[config.mk]
export PLATFORM = sky130hd
export DESIGN_NAME = grad_accum_bank
export DESIGN_NICKNAME = d
export VERILOG_FILES = /design/src/rtl/grad_accum_bank.sv
export SDC_FILE = /design/constraint.sdc
export NUM_CORES = 1
export LEC_CHECK = 0
export ABC_AREA = 1
export BUFFER_PORTS_ARGS = -buffer_cell sky130_fd_sc_hd__buf_2
export CORE_ASPECT_RATIO = 1.75
export CORE_UTILIZATION = 55
export DETAILED_ROUTE_END_ITERATION = 8
export HOLD_SLACK_MARGIN = 0.1
export MAX_ROUTING_LAYER = met4
export PLACE_DENSITY = 0.85
export SYNTH_ARGS = -nofsm -noshare
export SYNTH_HDL_FRONTEND = slang
export SYNTH_SLANG_ARGS = --single-unit
[constraint.sdc]
create_clock -name clk -period 8 [get_ports clk]
set_input_delay 0.8 -clock clk [delete_from_list [all_inputs] [get_ports clk]]
set_output_delay 0.8 -clock clk [all_outputs]
set_load 0.01 [all_outputs]
[src/rtl/grad_accum_bank.sv]
// grad_accum_bank
// Bank of NCH signed accumulators. Each accumulate request latches a gradient
// vector and adds -LR*grad[i] to accumulator i. One channel is updated per
// cycle through a single shared multiplier. Each accumulator is presented as a
// saturated fixed-point delta.
//
// Ports:
//   clk        in   rising-edge clock
//   rst        in   synchronous active-high reset
//   clr        in   step-start clear: zero accumulators and sat flags, abort run
//   acc_start  in   accumulate request, sampled only while idle
//   grad_in    in   NCH x DW signed gradients, channel i at [i*DW +: DW]
//   busy       out  high while a run is in progress (state != IDLE)
//   done       out  one-cycle pulse after the last channel is updated
//   sat_flag   out  sticky per-channel delta-saturation flag
//   delta_out  out  NCH x DW per-channel delta, channel i at [i*DW +: DW]
module grad_accum_bank #(
    parameter int unsigned          NCH  = 4,
    parameter int unsigned          DW   = 16,
    parameter int unsigned          FRAC = 10,
    parameter int unsigned          ACCW = 32,
    parameter logic signed [DW-1:0] LR   = 16'sd102
) (
    input  logic              clk,
    input  logic              rst,
    input  logic              clr,
    input  logic              acc_start,
    input  logic [NCH*DW-1:0] grad_in,
    output logic              busy,
    output logic              done,
    output logic [NCH-1:0]    sat_flag,
    output logic [NCH*DW-1:0] delta_out
);

    localparam int unsigned IDXW = (NCH > 1) ? $clog2(NCH) : 1;
    // Number of accumulator bits at and above the delta sign bit.
    localparam int unsigned HIW  = ACCW - FRAC - DW + 1;

    localparam logic [1:0] ST_IDLE = 2'd0;
    localparam logic [1:0] ST_RUN  = 2'd1;
    localparam logic [1:0] ST_DONE = 2'd2;

    localparam logic signed [ACCW-1:0] ACC_MAX = {1'b0, {(ACCW-1){1'b1}}};
    localparam logic signed [ACCW-1:0] ACC_MIN = {1'b1, {(ACCW-1){1'b0}}};

    typedef logic signed [ACCW-1:0] acc_t;
    typedef logic signed [DW-1:0]   grad_t;

    logic [1:0]      state_q, state_d;
    logic [IDXW-1:0] ch_idx_q, ch_idx_d;
    logic [NCH-1:0]  sat_q, sat_d;
    acc_t            acc_q  [NCH];
    acc_t            acc_d  [NCH];
    grad_t           grad_q [NCH];
    grad_t           grad_d [NCH];

    grad_t                  g_sel_c;
    logic signed [2*DW-1:0] prod_c;
    logic signed [ACCW:0]   diff_c;
    acc_t                   upd_c;
    logic [DW:0]            q_clamp_c [NCH];
    logic [DW:0]            d_clamp_c [NCH];

    // Slice acc[FRAC+DW-1:FRAC]; clamp to the signed DW range when the bits
    // above the delta sign bit are not a pure sign extension. MSB = clamped.
    function automatic logic [DW:0] clamp_delta(input acc_t a);
        logic [HIW-1:0] hi;
        hi = a[ACCW-1:FRAC+DW-1];
        if ((hi == '0) || (hi == '1)) begin
            clamp_delta = {1'b0, a[FRAC+DW-1:FRAC]};
        end else if (a[ACCW-1]) begin
            clamp_delta = {2'b11, {(DW-1){1'b0}}};
        end else begin
            clamp_delta = {2'b10, {(DW-1){1'b1}}};
        end
    endfunction

    // Shared multiply/subtract for the channel selected by ch_idx, with
    // saturation at the signed accumulator bounds.
    always_comb begin
        g_sel_c = grad_q[ch_idx_q];
        prod_c  = g_sel_c * LR;
        diff_c  = (ACCW+1)'(acc_q[ch_idx_q]) - (ACCW+1)'(prod_c);
        if (diff_c[ACCW] != diff_c[ACCW-1]) begin
            upd_c = diff_c[ACCW] ? ACC_MIN : ACC_MAX;
        end else begin
            upd_c = diff_c[ACCW-1:0];
        end
    end

    // Next-state logic; clr overrides whatever the FSM would do.
    always_comb begin
        state_d  = state_q;
        ch_idx_d = ch_idx_q;
        sat_d    = sat_q;
        for (int i = 0; i < NCH; i++) begin
            acc_d[i]     = acc_q[i];
            grad_d[i]    = grad_q[i];
            d_clamp_c[i] = '0;
        end

        case (state_q)
            ST_IDLE: begin
                if (acc_start) begin
                    for (int i = 0; i < NCH; i++) begin
                        grad_d[i] = grad_in[i*DW +: DW];
                    end
                    ch_idx_d = '0;
                    state_d  = ST_RUN;
                end
            end
            ST_RUN: begin
                acc_d[ch_idx_q] = upd_c;
                if (ch_idx_q == IDXW'(NCH - 1)) begin
                    state_d = ST_DONE;
                end else begin
                    ch_idx_d = ch_idx_q + IDXW'(1);
                end
            end
            ST_DONE: begin
                state_d = ST_IDLE;
            end
            default: begin
                state_d = ST_IDLE;
            end
        endcase

        // Flag is raised on the same edge that makes the delta clamp, so the
        // flag and the clamped delta become visible together.
        for (int i = 0; i < NCH; i++) begin
            d_clamp_c[i] = clamp_delta(acc_d[i]);
            if (d_clamp_c[i][DW]) begin
                sat_d[i] = 1'b1;
            end
        end

        if (clr) begin
            state_d  = ST_IDLE;
            ch_idx_d = '0;
            sat_d    = '0;
            for (int i = 0; i < NCH; i++) begin
                acc_d[i] = '0;
            end
        end
    end

    // State and datapath registers.
    always_ff @(posedge clk) begin
        if (rst) begin
            state_q  <= ST_IDLE;
            ch_idx_q <= '0;
            sat_q    <= '0;
            for (int i = 0; i < NCH; i++) begin
                acc_q[i]  <= '0;
                grad_q[i] <= '0;
            end
        end else begin
            state_q  <= state_d;
            ch_idx_q <= ch_idx_d;
            sat_q    <= sat_d;
            for (int i = 0; i < NCH; i++) begin
                acc_q[i]  <= acc_d[i];
                grad_q[i] <= grad_d[i];
            end
        end
    end

    // Delta outputs decoded from the accumulator registers.
    always_comb begin
        delta_out = '0;
        for (int i = 0; i < NCH; i++) begin
            q_clamp_c[i]          = clamp_delta(acc_q[i]);
            delta_out[i*DW +: DW] = q_clamp_c[i][DW-1:0];
        end
    end

    assign busy     = (state_q != ST_IDLE);
    assign done     = (state_q == ST_DONE);
    assign sat_flag = sat_q;

endmodule

==> Word-level counts from Yosys, hierarchy flattened <==
Memory sizes are Yosys's and may differ from the RTL's. A register that Yosys moved wholly into a read port is not among the register bits.
Cells that the tools add are included.
{ "totals": {"reg_bits": 8, "mem_bits_rw": 192, "memories": 2, "in_bits": 68, "elab_cells": 109} }
{ "mem_list": {"columns": ["name", "words", "width", "rd", "rd_clocked_by_memory_dff", "write_ports", "line_no", "text"], "rows": [
  ["acc_q", 4, 32, 5, 1, 4, "52", "acc_t acc_q [NCH];"],
  ["grad_q", 4, 16, 1, 1, 4, "54", "grad_t grad_q [NCH];"]
]} }
{ "classes": {"addsub": 2, "muxes": 46, "n_eq_ne": 17, "bitwise": 9, "magnitude_cmp": 2, "reduce_logical": 24, "multipliers": 1} }
{ "op_table": {"columns": ["cell", "count"], "rows": [
  ["$mux 128", 2],
  ["$mux 16", 16],
  ["$mux 32", 7],
  ["$bwmux 128", 1],
  ["$mux 64", 2],
  ["$mux 17", 4],
  ["$demux 32 s2", 1],
  ["$eq 7x7->1 const B", 8],
  ["$logic_not 7->1", 8],
  ["$sub 32x24->33", 1],
  ["$mul 16x7->23 const B", 1],
  ["$mux 2", 8],
  ["$logic_or 1x1->1", 8],
  ["$ne 2x2->1 const B", 4],
  ["$or 1x1->1", 8],
  ["$pmux 2 s2", 2],
  ["$reduce_and 3->1", 2],
  ["$eq 2x2->1 const B", 2],
  ["$reduce_bool 2->1", 2],
  ["$ge 3x3->1 const B", 1],
  ["$lt 3x1->1 const B", 1],
  ["$mux 1", 3],
  ["$not 2->3", 1],
  ["$add 2x1->2 const B", 1],
  ["7 further kinds", 7]
]} }

==> Logic depth before layout (Yosys ltp) <==
Gate-level depths: netlist of run 1.
{ "depth": {"depth_word": 10, "depth_mapped": 52} }

==> Worst setup path before layout of run 1 <==
No wires, ideal clock.
{ "synth_path": {"path_kind": "register to register", "startpoint": "register (tool-made name)", "endpoint": "register sat_q[0] (netlist: sat_flag[0])", "arrival_time_ps": 7626, "synth_period_minus_slack_ps": 7745, "setup_slack_ps": 255, "required_ps": 7881, "setup_ps": 119, "stages_incl_launch_ff": 52, "cell_sequence": "dfxtp_1 -> inv_2 -> buf_2 -> clkbuf_1 -> clkbuf_1 -> buf_1 -> nor2_1 -> o22ai_1 -> ha_1 -> inv_1 -> fa_1 -> inv_1 -> ha_1 -> inv_1 -> fa_1 -> inv_1 -> ha_1 -> nand2_1 -> [16 not listed] -> nand2_1 -> nand2_1 -> nand3_1 -> nand2_1 -> xor2_1 -> inv_1 -> ha_1 -> inv_1 -> clkbuf_1 -> nand3_1 -> nand3_2 -> nand2_2 -> inv_1 -> nand2_1 -> nor2_1 -> nand2_1 -> nand2_1 -> a21oi_2"} }
{ "synth_lines": {"columns": ["item", "line_no", "text"], "rows": [
  ["to (signal assigned)", "160", "sat_q <= sat_d;"],
  ["to (decl)", "51", "logic [NCH-1:0] sat_q, sat_d;"]
]} }

==> results of run 1 <==
[kinds of logic (layout without fill, tap and decap cells)]
family | after synthesis | after routing
AND/OR/NAND/NOR | 553 | 554
AO/OA/AOI/OAI | 547 | 547
buffers and inverters | 506 | 615
flip-flops | 198 | 198
adder cells (fa/ha/maj) | 119 | 119
XOR/XNOR | 31 | 31
[routing by layer]
layer | vias up | routed length (um) | track usage
met4 | 0 | 2122 | 0.1850
met2 | 494 | 20450 | 0.5577
met3 | 130 | 1888 | 0.04487
li1 | 6487 | - | -
met5 | - | 0 | -
met1 | 6144 | 14050 | 0.3136
[how the worst max path moves through the flow]
stage                  end  slack (ns)  cells after the start
2_1_floorplan  sat_flag[0]        0.25                     51
3_3_place_gp   sat_flag[0]        0.16                     46
3_5_place_dp   sat_flag[0]       -0.07                     47
4_1_cts        sat_flag[1]        0.09                     46
5_1_grt        sat_flag[1]       -0.09                     45
6_report       sat_flag[1]        0.44                     44
[cell type report]
| type | instances | area [um2] | area share |
|---|---|---|---|
| sequential | 198 | 4612 | 0.2933 |
| inverter | 414 | 1567 | 0.09963 |
| timing repair buffer | 169 | 994.7 | 0.06327 |
| tap | 312 | 390.4 | 0.02483 |
| clock buffer | 20 | 446.7 | 0.02841 |
| multi-input combinational | 1251 | 7602 | 0.4835 |
| clock inverter | 12 | 110.1 | 0.007003 |
[repair_timing]
item                       in CTS  in global routing
gates cloned                    1                  1
gates resized for setup         8                 58
setup endpoints to repair       4                124
pin swaps                       1                  8
hold endpoints to repair        0                  0
buffers inserted                3                  3
[critical path, delay by kind of cell, from the launching register on]
family                   cells  cell delay, ns
adder cells (fa/ha/maj)      7            2.44
AND/OR/NAND/NOR             17            1.73
AO/OA/AOI/OAI                9            1.42
buffers and inverters        8            0.96
flip-flops                   1            0.43
XOR/XNOR                     3            0.43
[layout by cell type, fill, tap and decap left out, drive strengths merged]
cell type	Yosys	layout
xor2	22	22
clkinvlp	0	3
clkbuf	72	21
edfxtp	64	64
a21o	3	3
nor2	174	174
a21boi	1	1
xnor2	9	9
nor4	11	11
o221ai	1	1
ha	91	91
o22ai	12	12
o21a	2	2
clkinv	2	6
a31oi	4	4
dfxtp	134	134
fa	28	28
a2bb2oi	1	1
o21bai	31	31
nand4	12	12
and2	1	1
nor3	4	4
or2	3	3
o31ai	2	2
a32oi	11	11
a41oi	3	3
nand3b	8	8
nand3	65	66
buf	20	168
a211oi	1	1
nand2	275	275
inv	412	417
a21oi	210	210
o21ai	265	265
[metrics by stage]
step                      cells  setup TNS [ns]  cell area (um2)
final                      2376               0            15720
after floorplan            1954               0            13980
after detailed placement   2336         -0.1870            14840
after CTS                  2372               0            15460
after global placement     2336               0            14840
after global routing       2376         -0.3266            15720
[where the power goes]
part           switching (mW)  internal (mW)
Sequential             0.0142           1.07
Clock                   0.414          0.416
Combinational            1.19          0.591
Total                    1.62           2.08
==> results_dict.tcl, run 1 <==
set metrics [dict create \
    status "finished, final reports clean" \
    min_path_type "register to register" \
    final.period_utilization 0.9444 \
    synthToLayoutAreaGrowth_pct 12.43 \
    worstHoldStart "sat_flag[0]" \
    grt-ovfl-total 0 \
    synth_ff_type "dfxtp_1" \
    synth_cell_type_count 51 \
    p_total_mw 3.697 \
    relSlewSlack 0.2774 \
    worst-r2r-setup-slack_ns 0.44 \
    fin_util 0.6335 \
    synth_seq_cells 198 \
    slowest_stage "fa_1" \
    synth_fa_ha_area_frac 0.1215 \
    critPathLaunchType "register" \
    syn_inst 1954 \
    ctsRootBufferMaster "clkbuf_16" \
    cts_hold_buf 0 \
    htreeDepth 4 \
    fmax_mhz 132.4 \
    yosysTopAreaCell "dfxtp_1" \
    hpwl_mm 27.95 \
    holdWs_ns 0.4620 \
    io_pins 138 \
    cts_buffers 17 \
    start_util 0.5635 \
    async_flop_share 0 \
    hold_depth 2 \
    cp_max_fo 15 \
    final_antenna_net_count 0 \
    row_count 76 \
    synthMuxAreaShare 0 \
    synthSimpleGateAreaFrac 0.1768 \
    pre_cts_slack_ns -0.07246 \
    io_buffers 137 \
    final-setup-viol-count 0 \
    finalClockSkew_ns 0.01122 \
    first_global_vias 12837 \
    synth_xor_area_frac 0.01941 \
    yosysSeqAreaShare 0.3292 \
    fp.dieW_um 122.5 \
    via_count 13255 \
    synth_commonest_cells "402 x inv_1, 245 x nand2_1, 222 x o21ai_0" \
    dr.pass1.iters 7 \
    setup_slack_ns 0.4450 \
    path_class "register to register" \
    leakage_nw 8.305 \
    cts_max_path_buffers 2 \
    insertion_delay_ns 0.46 \
    wl_mm 38.51 \
    worstPathRequired_ns 8.30 \
    crit_arrival_ns 7.85 \
    period_needed_ns 7.555 \
    core_area_um2 24820 \
    die_area_um2 26090 \
    syn_avg_cell_area_um2 7.157 \
    min_to "sat_flag[0]" \
    synth_top_family_by_area "compound AO/OA/AOI/OAI gates" \
    die_h_um 212.9 \
    final_net_count 2238 \
    n_antenna_cell 0 \
    cts_tree "done" \
    cp_slowest_stage_delay_ns 0.50 \
    drt_iter0_markers 941 \
    syn-cell-area_um2 13980 \
    r2r-end "sat_flag[1]" \
    antenna_found_initial 0 \
    fill_cells 2181 \
    gp_congestion 1.025 \
    worstRegToRegCells 44 \
    endpoint_kind "register" \
    yosysTopAreaCellShare 0.1918 \
    vdd_drop_max_mv 0.2007 \
    drv_slew 0 \
    worst_slew_pin_slew_ns 1.080 \
    yosysMostFrequentCell "inv_1" \
    grt_pass1_wl_mm 60.98 \
    hold_violations 0 \
    drc 0 \
    drive_gt1_frac 0.1516 \
    grt_max_degree 93 \
    power_density_nw_per_um2 235.1 \
    via_per_inst 5.579 \
    syn_nets 2141 \
    synth_edf_count 64 \
    cts.clk_slew.worst_paths_ns 0.07 \
    synth_compound_area_frac 0.2119 \
    post_drt_wl_per_cell_um 16.21 \
    yosys_warnings 0 \
    grt.total_usage 0.3106 \
    crit_path_frequent_cell "nand2_1" \
    ys_top_cells_by_area "dfxtp_1 19%, edfxtp_1 14%, inv_1 11%" \
    cts.sinks 198 \
    maxCapViolCount 0 \
]
Power figures use the tool's default switching activity.
==> run 2: changes to the inputs <==
--- a/config.mk
+++ b/config.mk
@@ -6,10 +6,10 @@
 export NUM_CORES = 1
 export LEC_CHECK = 0
 export ABC_AREA = 1
-export BUFFER_PORTS_ARGS = -buffer_cell sky130_fd_sc_hd__buf_2
 export CORE_ASPECT_RATIO = 1.75
-export CORE_UTILIZATION = 55
+export CORE_UTILIZATION = 59
 export DETAILED_ROUTE_END_ITERATION = 8
+export DONT_BUFFER_PORTS = 1
 export HOLD_SLACK_MARGIN = 0.1
 export MAX_ROUTING_LAYER = met4
 export PLACE_DENSITY = 0.85
==> run 2 against run 1 <==
Worst setup slack improved by 0.12 ns. Final cell count is 5.9% lower. Core utilization is 1.1 points higher. Fmax is 1.6% higher. Count of clock-buffer cells in the layout is 3 lower. Clock power up 4.6%. Hold slack improved by 0.055 ns. Final area shrank 4.4%. Via count decreased by 4.5%. Combinational power barely moved. Global-route usage grew 0.87 points. Power rose by 0.20%. Critical path type unchanged.
==> results_dict.tcl, run 2 (synthesis gave the netlist of run 1 again) <==
set metrics [dict create \
    status "finished, final reports clean" \
    fill_cells 2035 \
    grt.total_usage 0.3193 \
    final_common_cell "inv_1" \
    pre_cts_slack_ns -0.03571 \
    leakage_nw 7.688 \
    final_net_count 2105 \
    maxCapViolCount 0 \
    cts_buffers 17 \
    ctsRootBufferMaster "clkbuf_16" \
    period_needed_ns 7.438 \
    cts_max_path_buffers 2 \
    n_antenna_cell 0 \
    cts_tree "done" \
    worst-r2r-setup-slack_ns 0.56 \
    fp.dieW_um 118.4 \
    critPathBufInv 8 \
    insertion_delay_ns 0.47 \
    io_buffers 0 \
    placed_area_um2 14170 \
    critPathLaunchType "register" \
    setup_slack_ns 0.5624 \
    min_to "sat_flag[3]" \
    crit_arrival_ns 7.75 \
    worstPathRequired_ns 8.32 \
    vdd_drop_max_mv 0.2235 \
    cts_hold_buf 0 \
    synthToLayoutAreaGrowth_pct 7.498 \
    grt-ovfl-total 0 \
    gp_congestion 1.008 \
    cts.sinks 198 \
    htreeDepth 4 \
    cp_slowest_stage_delay_ns 0.50 \
    final_antenna_net_count 0 \
    cp_max_fo 22 \
    via_count 12657 \
    worstHoldStart "sat_flag[3]" \
    via_per_inst 5.663 \
    cp_top_family "adder cells" \
    r2r-end "sat_flag[1]" \
    grt_max_degree 86 \
    final-setup-viol-count 0 \
    start_util 0.5994 \
    drv_slew 0 \
    layout_common_cells "400 x inv_1, 241 x nand2_1, 214 x o21ai_0" \
    fmax_mhz 134.5 \
    worstRegToRegCells 44 \
    first_global_vias 12352 \
    p_total_mw 3.705 \
    row_count 74 \
    worst_slew_pin_slew_ns 1.039 \
    power_density_nw_per_um2 246.4 \
    die_h_um 205.7 \
    hold_depth 2 \
    die_area_um2 24350 \
    crit_path_frequent_cell "nand2_1" \
    antenna_found_initial 0 \
    drt_iter0_markers 878 \
    slowest_stage "fa_1" \
    drc 0 \
    grt_pass1_wl_mm 59.13 \
    fin_area_um2 15030 \
    post_drt_wl_per_cell_um 16.62 \
    wl_mm 37.15 \
    path_class "register to register" \
    endpoint_kind "register" \
    dr.pass1.iters 6 \
    final.period_utilization 0.9297 \
    core_area_um2 23330 \
    relSlewSlack 0.3047 \
    holdWs_ns 0.5175 \
    io_pins 138 \
    cts.clk_slew.worst_paths_ns 0.08 \
    hold_violations 0 \
    drive_gt1_frac 0.08804 \
    finalClockSkew_ns 0.01240 \
    min_path_type "register to register" \
    hpwl_mm 27.19 \
    tns_ns 0 \
]
[run 2: how the worst max path moves through the flow]
stage,endpoint,start,depth (start not counted),slack [ns]
2_1_floorplan,sat_flag[0],register,51,0.25
3_3_place_gp,sat_flag[1],register,45,0.26
3_5_place_dp,sat_flag[1],register,42,-0.04
4_1_cts,sat_flag[1],register,43,0.001
5_1_grt,sat_flag[1],register,47,-0.04
6_report,sat_flag[1],register,44,0.56
[run 2: worst min-delay path, stage by stage, from the launching register on]
cell and delay (ns):
dfxtp_1 0.35, inv_1 0.08, a21oi_2 0.05
[run 2: per-stage QoR]
step	utilization	instances
detailed placement	0.6073	2195
floorplan	-	1954
global placement	0.6073	2195
finish	0.6443	2235
global route	0.6443	2235
CTS	0.6330	2227
[run 2: layer usage]
layer  up-vias  routed length [um]  global-route usage
met5         -                   0                   -
met1      5826               13330              0.3027
met3       139                1837             0.04823
met4         0                2245              0.2147
met2       470               19730              0.5931
li1       6222                   -                   -
[run 2: layout make-up]
cell class                 count  area [um2]  area share
sequential                   198        4609      0.3066
clock buffer                  17       425.4     0.02830
timing repair buffer          36       326.6     0.02172
clock inverter                15       162.7     0.01082
inverter                     414        1562      0.1039
multi-input combinational   1251        7567      0.5034
tap                          304       380.4     0.02530
[run 2: where the power goes]
group          leakage, nW  switching (mW)  internal (mW)
Clock                0.282           0.427          0.441
Combinational         5.62            1.18          0.575
Sequential            1.78          0.0126           1.07
Total                 7.69            1.62           2.09
[run 2: what timing repair did]
item / CTS / global route
endpoints found under the setup margin: 4 / 124
resized for setup: 2 / 48
pin swaps: 0 / 8
buffers inserted: 0 / 7
cloned: 0 / 1
